**src/rtl/game_pkg.sv**
```systemverilog
// rtl/game_pkg.sv - shared game state codes for the sequencer, ball, brick and VGA blocks
package game_pkg;

    localparam int STATE_W = 3;

    typedef enum logic [STATE_W-1:0] {
        MAIN_MENU   = 3'd0,
        SERVE       = 3'd1,
        PLAY        = 3'd2,
        LIFE_LOST   = 3'd3,
        LEVEL_CLEAR = 3'd4,
        END_SCREEN  = 3'd5
    } game_state_e;

endpackage

```
**src/rtl/edge_detect.sv**
```systemverilog
// rtl/edge_detect.sv - 1-bit rising-edge detector with configurable reset value
module edge_detect #(
    parameter logic RESET_VAL = 1'b1
) (
    input  logic clock,
    input  logic reset,
    input  logic level,
    output logic rise
);

    logic prev;

    always_ff @(posedge clock) begin
        if (!reset) begin
            prev <= RESET_VAL;
        end else begin
            prev <= level;
        end
    end

    assign rise = level & ~prev;

endmodule

```
**src/rtl/game_sequencer.sv**
```systemverilog
// rtl/game_sequencer.sv - brick-breaker play controller: game state, lives, level and load pulses
module game_sequencer
    import game_pkg::*;
#(
    parameter int LIVES       = 3,
    parameter int NUM_LEVELS  = 2,
    parameter int PAUSE_TICKS = 60
) (
    input  logic               clock,
    input  logic               reset,
    input  logic               tick,
    input  logic               key_space,
    input  logic               ball_lost,
    input  logic               all_cleared,
    output logic [STATE_W-1:0] state,
    output logic               ball_move,
    output logic               ball_load,
    output logic               bricks_load,
    output logic [1:0]         lives,
    output logic [1:0]         level,
    output logic               win
);

    logic [STATE_W-1:0] state_r;
    logic [STATE_W-1:0] state_n;
    logic [7:0]         pause_r;
    logic [7:0]         pause_n;
    logic [1:0]         lives_n;
    logic [1:0]         level_n;
    logic               win_n;
    logic               ball_load_n;
    logic               bricks_load_n;
    logic               ball_move_n;
    logic               space_press;
    logic               pause_done;

    // Edge register resets high so a key held through reset never counts as a press.
    edge_detect #(
        .RESET_VAL (1'b1)
    ) u_space_edge (
        .clock (clock),
        .reset (reset),
        .level (key_space),
        .rise  (space_press)
    );

    assign pause_done = tick && (pause_r == 8'(PAUSE_TICKS - 1));

    always_comb begin
        state_n       = state_r;
        pause_n       = pause_r;
        lives_n       = lives;
        level_n       = level;
        win_n         = win;
        ball_load_n   = 1'b0;
        bricks_load_n = 1'b0;

        case (state_r)
            MAIN_MENU: begin
                if (space_press) begin
                    state_n       = SERVE;
                    lives_n       = 2'(LIVES);
                    level_n       = 2'd0;
                    win_n         = 1'b0;
                    ball_load_n   = 1'b1;
                    bricks_load_n = 1'b1;
                end
            end
            SERVE: begin
                if (space_press) begin
                    state_n = PLAY;
                end
            end
            PLAY: begin
                if (all_cleared) begin
                    state_n = LEVEL_CLEAR;
                    pause_n = 8'd0;
                end else if (ball_lost) begin
                    state_n = LIFE_LOST;
                    pause_n = 8'd0;
                    if (lives != 2'd0) begin
                        lives_n = lives - 2'd1;
                    end
                end
            end
            LIFE_LOST: begin
                if (tick) begin
                    pause_n = pause_r + 8'd1;
                end
                if (pause_done) begin
                    if (lives == 2'd0) begin
                        state_n = END_SCREEN;
                        win_n   = 1'b0;
                    end else begin
                        state_n     = SERVE;
                        ball_load_n = 1'b1;
                    end
                end
            end
            LEVEL_CLEAR: begin
                if (tick) begin
                    pause_n = pause_r + 8'd1;
                end
                if (pause_done) begin
                    if (level == 2'(NUM_LEVELS - 1)) begin
                        state_n = END_SCREEN;
                        win_n   = 1'b1;
                    end else begin
                        state_n       = SERVE;
                        level_n       = level + 2'd1;
                        ball_load_n   = 1'b1;
                        bricks_load_n = 1'b1;
                    end
                end
            end
            END_SCREEN: begin
                if (space_press) begin
                    state_n = MAIN_MENU;
                end
            end
            default: begin
                state_n = MAIN_MENU;
            end
        endcase

        ball_move_n = (state_n == PLAY);
    end

    always_ff @(posedge clock) begin
        if (!reset) begin
            state_r     <= MAIN_MENU;
            pause_r     <= 8'd0;
            lives       <= 2'd0;
            level       <= 2'd0;
            win         <= 1'b0;
            ball_move   <= 1'b0;
            ball_load   <= 1'b0;
            bricks_load <= 1'b0;
        end else begin
            state_r     <= state_n;
            pause_r     <= pause_n;
            lives       <= lives_n;
            level       <= level_n;
            win         <= win_n;
            ball_move   <= ball_move_n;
            ball_load   <= ball_load_n;
            bricks_load <= bricks_load_n;
        end
    end

    assign state = state_r;

endmodule

```
**config.mk**
```make
export PLATFORM = sky130hd
export DESIGN_NAME = game_sequencer
export DESIGN_NICKNAME = d
export VERILOG_FILES = /design/src/rtl/game_pkg.sv /design/src/rtl/edge_detect.sv /design/src/rtl/game_sequencer.sv
export SDC_FILE = /design/constraint.sdc
export NUM_CORES = 1
export LEC_CHECK = 0
export ABC_AREA = 0
export BUFFER_PORTS_ARGS = -buffer_cell sky130_fd_sc_hd__buf_2
export CORE_MARGIN = 1
export CORE_UTILIZATION = 55
export CTS_CLUSTER_SIZE = 12
export DETAILED_ROUTE_END_ITERATION = 8
export PLACE_DENSITY = 0.77
export SYNTH_ARGS = -nofsm -noshare
export SYNTH_HDL_FRONTEND = slang
export SYNTH_SLANG_ARGS = --single-unit
export TNS_END_PERCENT = 100
```
**constraint.sdc**
```tcl
create_clock -name clock -period 2 [get_ports clock]
set_clock_uncertainty 0.15 [all_clocks]
set_input_delay 0.6 -clock clock [delete_from_list [all_inputs] [get_ports clock]]
set_output_delay 0.6 -clock clock [all_outputs]
set_load 0.02 [all_outputs]
```
==> key figures <==
Synth
  • Async S/R FF share, synth: 0%
  • Cell variety after synth: 47
  • Post-synth top area cell: dfxtp_1
  • Synth Area in Compound Gates: 24.03%
  • Cells after synthesis: 129
  • Post-synth EDFFs: 0
  • Syn_nets: between 100 and 150
  • Post-Synth Adder-Cell Area: 3.322%
  • Post-synthesis mux area share: under 10%
  • Main synth FF type: dfxtp_1
  • Yosys reg bits: 20
  • Post-synthesis sequential area ratio: between 30% and 40%
  • Yosys top cell area share: a little over a third
  • Synth Area in Simple Gates: between 20% and 30%
  • Area contributors post-synth: dfxtp_1, ha_1, nand2_1
  • XOR/XNOR Fraction of Synth Area: 0%
  • Largest family of logic cells by synthesized area: simple AND/OR/NAND/NOR gates
  • Yosys warning count: 0
  • Netlist area before placement: ~1100 sq um
  • Mean Syn Cell Area: slightly below 9 sq um

Hold path
  • Tightest Hold Check Type: reg -> reg
  • Hold endpoint: level[1]
  • Hold Crit Start: level[1]
  • WHS Path Cells: 2

Timing
  • Post-layout min period: ~1.9 ns
  • Final setup fails: 0
  • Max-slew violations: 0
  • Slew margin rel.: around three quarters
  • Setup ws final: between 0.1 and 0.15 ns
  • Final Hold Fails: 0
  • Worst Max-Slew Pin Slew: 0.3970 ns
  • Setup repair after global routing missed its margin: no
  • Ratio of final minimum period to clock period: 94.80%
  • Post-route setup TNS: 0 ns
  • Max Fclk: between 500 and 600 MHz

Power and ir drop
  • Design internal power: 544.4 uW
  • VDD IR-drop max: around 560 uV
  • Clock power frac: 32.7%
  • Sw Ratio: roughly a quarter
  • Flop pwr share: 57.9%
  • Sw Pwr: approximately 170 uW
  • Pleak: between 0.0004 and 0.0005 uW
  • Pwr dens: 559.5 nW/um^2
  • Logic pwr share: under 10%

Floorplan
  • Die Span X: about 47 um
  • Die ar.: 2240 sq um
  • Core ar.: approximately 1900 sq um
  • Row cnt: 16
  • IO Pins: 17
  • Die Ht: approximately 47 um
  • Starting Density: 58.18%

Setup path
  • CP max stage delay: roughly 0.58 ns
  • Worst EP required: 2.05 ns
  • Reg2Reg Setup Slack: 0.10 ns
  • Critical path class: reg -> reg
  • CP Max Fanout: 13
  • CP max stage cell: dfxtp_1
  • Reg-to-Reg Start: state[1]
  • Critical path cell sequence: nor3b_2, o21ai_1, buf_4, a22o_1, a31o_1
  • CP startpoint kind: flip-flop
  • FF-to-FF path depth: 5
  • Reg2reg end: pause_r[5]
  • CP Data Arrival Time: approximately 2 ns
  • Endpoint class of the critical path: flip-flop

Placed design
  • GPL Wtd Cong: approximately 0.9
  • Placement Setup Slack: between 0.1 and 0.15 ns
  • DP HPWL: 1654 um
  • I/O Buffers: 16

Routing
  • Routed len/inst: 14.06 um
  • Post-route ant nets: 0
  • Total Wirelength: around 2400 um
  • Vias per inst: slightly above 6
  • Routed via count: between 1000 and 1500
  • First-pass DRT Iterations: 4
  • Drt initial violations: 36
  • DRC viols: 0

CTS
  • Clk root buf: clkbuf_4
  • CTS tree: done
  • CTS buffer count: 3
  • CTS clk-pin slew, worst paths: ~0.11 ns
  • Htree depth: 1
  • Clock Latency Late Sink: about 0.30 ns
  • Clock sinks: 20
  • CTS Buffer Depth: 2

Global route
  • Largest net degree at the start of global routing: 21
  • Initial antenna violation count: 0
  • Vias in the first global route: roughly 830
  • First-pass GRT wire length: 3808 um
  • Total gr overflow: 0
  • GRT Total Usage: 24.49%

Job
  • Max-Cap Viols: 0

Layout
  • Nets: ~160
  • Final core occ: ~66%
  • Area growth from synthesis to layout: 12.85%
  • Register area: approximately 400 sq um
  • Footprint of the multi-input gates: 663.1 sq um
  • Layout cells sized above 1: between 20% and 30%
  • # diodes: 0
  • Layout fillers: 170
  • Most common cell after layout, fill and taps aside: dfxtp_1
  • Commonest cells after routing, fill and taps aside: dfxtp_1, buf_2, nand2_1

Status
  • Outcome: complete, no violations
[critical path: cells and delay by family, from the launching register on]
kind,cells,cell delay (ns)
simple gates,1,0.33
buf+inv,1,0.20
compound gates,3,0.54
flops,1,0.58
[area by class of cell]
type	instances	area share [%]
multi-input combinational	95	52.01
sequential	20	31.50
timing repair buffer	21	9.225
clock buffer	4	2.846
tap	27	2.650
inverter	6	1.766
[synth_stat cells, types with 3 or more instances]
master    number
nand3_1        6
a21oi_1        5
nor2b_1        3
and3_1         3
o21ai_1        4
nand2b_1       5
a21boi_1       3
nor2_1         4
nand4_1        4
buf_2          5
dfxtp_1       20
nand2_1        9
inv_1          6
a2111o_1       3
ha_1           3
[sequential cells by signal, indices dropped and copies added (netlist names)]
name / count
pause_r: 8
state: 3
level: 2
lives: 2
ball_load: 1
ball_move: 1
bricks_load: 1
u_space_edge.prev: 1
win: 1
[per-layer routing]
metal	routed length, um	up-vias	GRT usage, %
li1	-	532	-
met1	1166	494	37.56
met2	1087	39	32.05
met3	156	4	3.462
met4	23	0	13.14
met5	0	-	0
[worst max path at each step]
stage                          from         end  slack (ns)  cells after the start
final                      state[1]  pause_r[5]        0.10                      5
after floorplan            state[2]    level[1]        0.16                      5
after global routing       state[2]  pause_r[4]        0.03                      5
after CTS                  state[0]    state[0]        0.08                      1
after detailed placement  key_space         win        0.11                      5
after global placement    key_space    level[0]        0.14                      5
[metrics by stage]
stage | instance area (sq um) | hold WS, ns | cells | total power, uW
2_1_floorplan | 1130 | 0.3048 | 129 | 465.0
3_3_place_gp | 1237 | 0.3110 | 169 | 486.2
3_5_place_dp | 1237 | 0.3067 | 169 | 487.9
4_1_cts | 1274 | 0.3340 | 173 | 720.3
5_1_grt | 1275 | 0.3491 | 173 | 749.3
6_report | 1275 | 0.3453 | 173 | 713.4
[power by group through the flow]
stage / Sequential [uW] / Combinational (uW) / Clock, uW
floorplan: 424 / 41.1 / 0
global placement: 421 / 65.0 / 0
detailed placement: 421 / 66.4 / 0
CTS: 413 / 67.3 / 240
global route: 415 / 74.5 / 260
finish: 413 / 67.4 / 233
[kinds of logic after synthesis]
kind of cell,Yosys count
simple gates,52
compound gates,36
flops,20
buf+inv,14
mux,4
fa+ha+maj,3
[what timing repair did]
item / in CTS / in global routing
hold buffers: 0 / 0
gates resized for setup: 0 / 1
setup endpoints to repair: 0 / 1
buffers inserted: 0 / 0
Note: power is estimated with default switching activity, not from simulation.
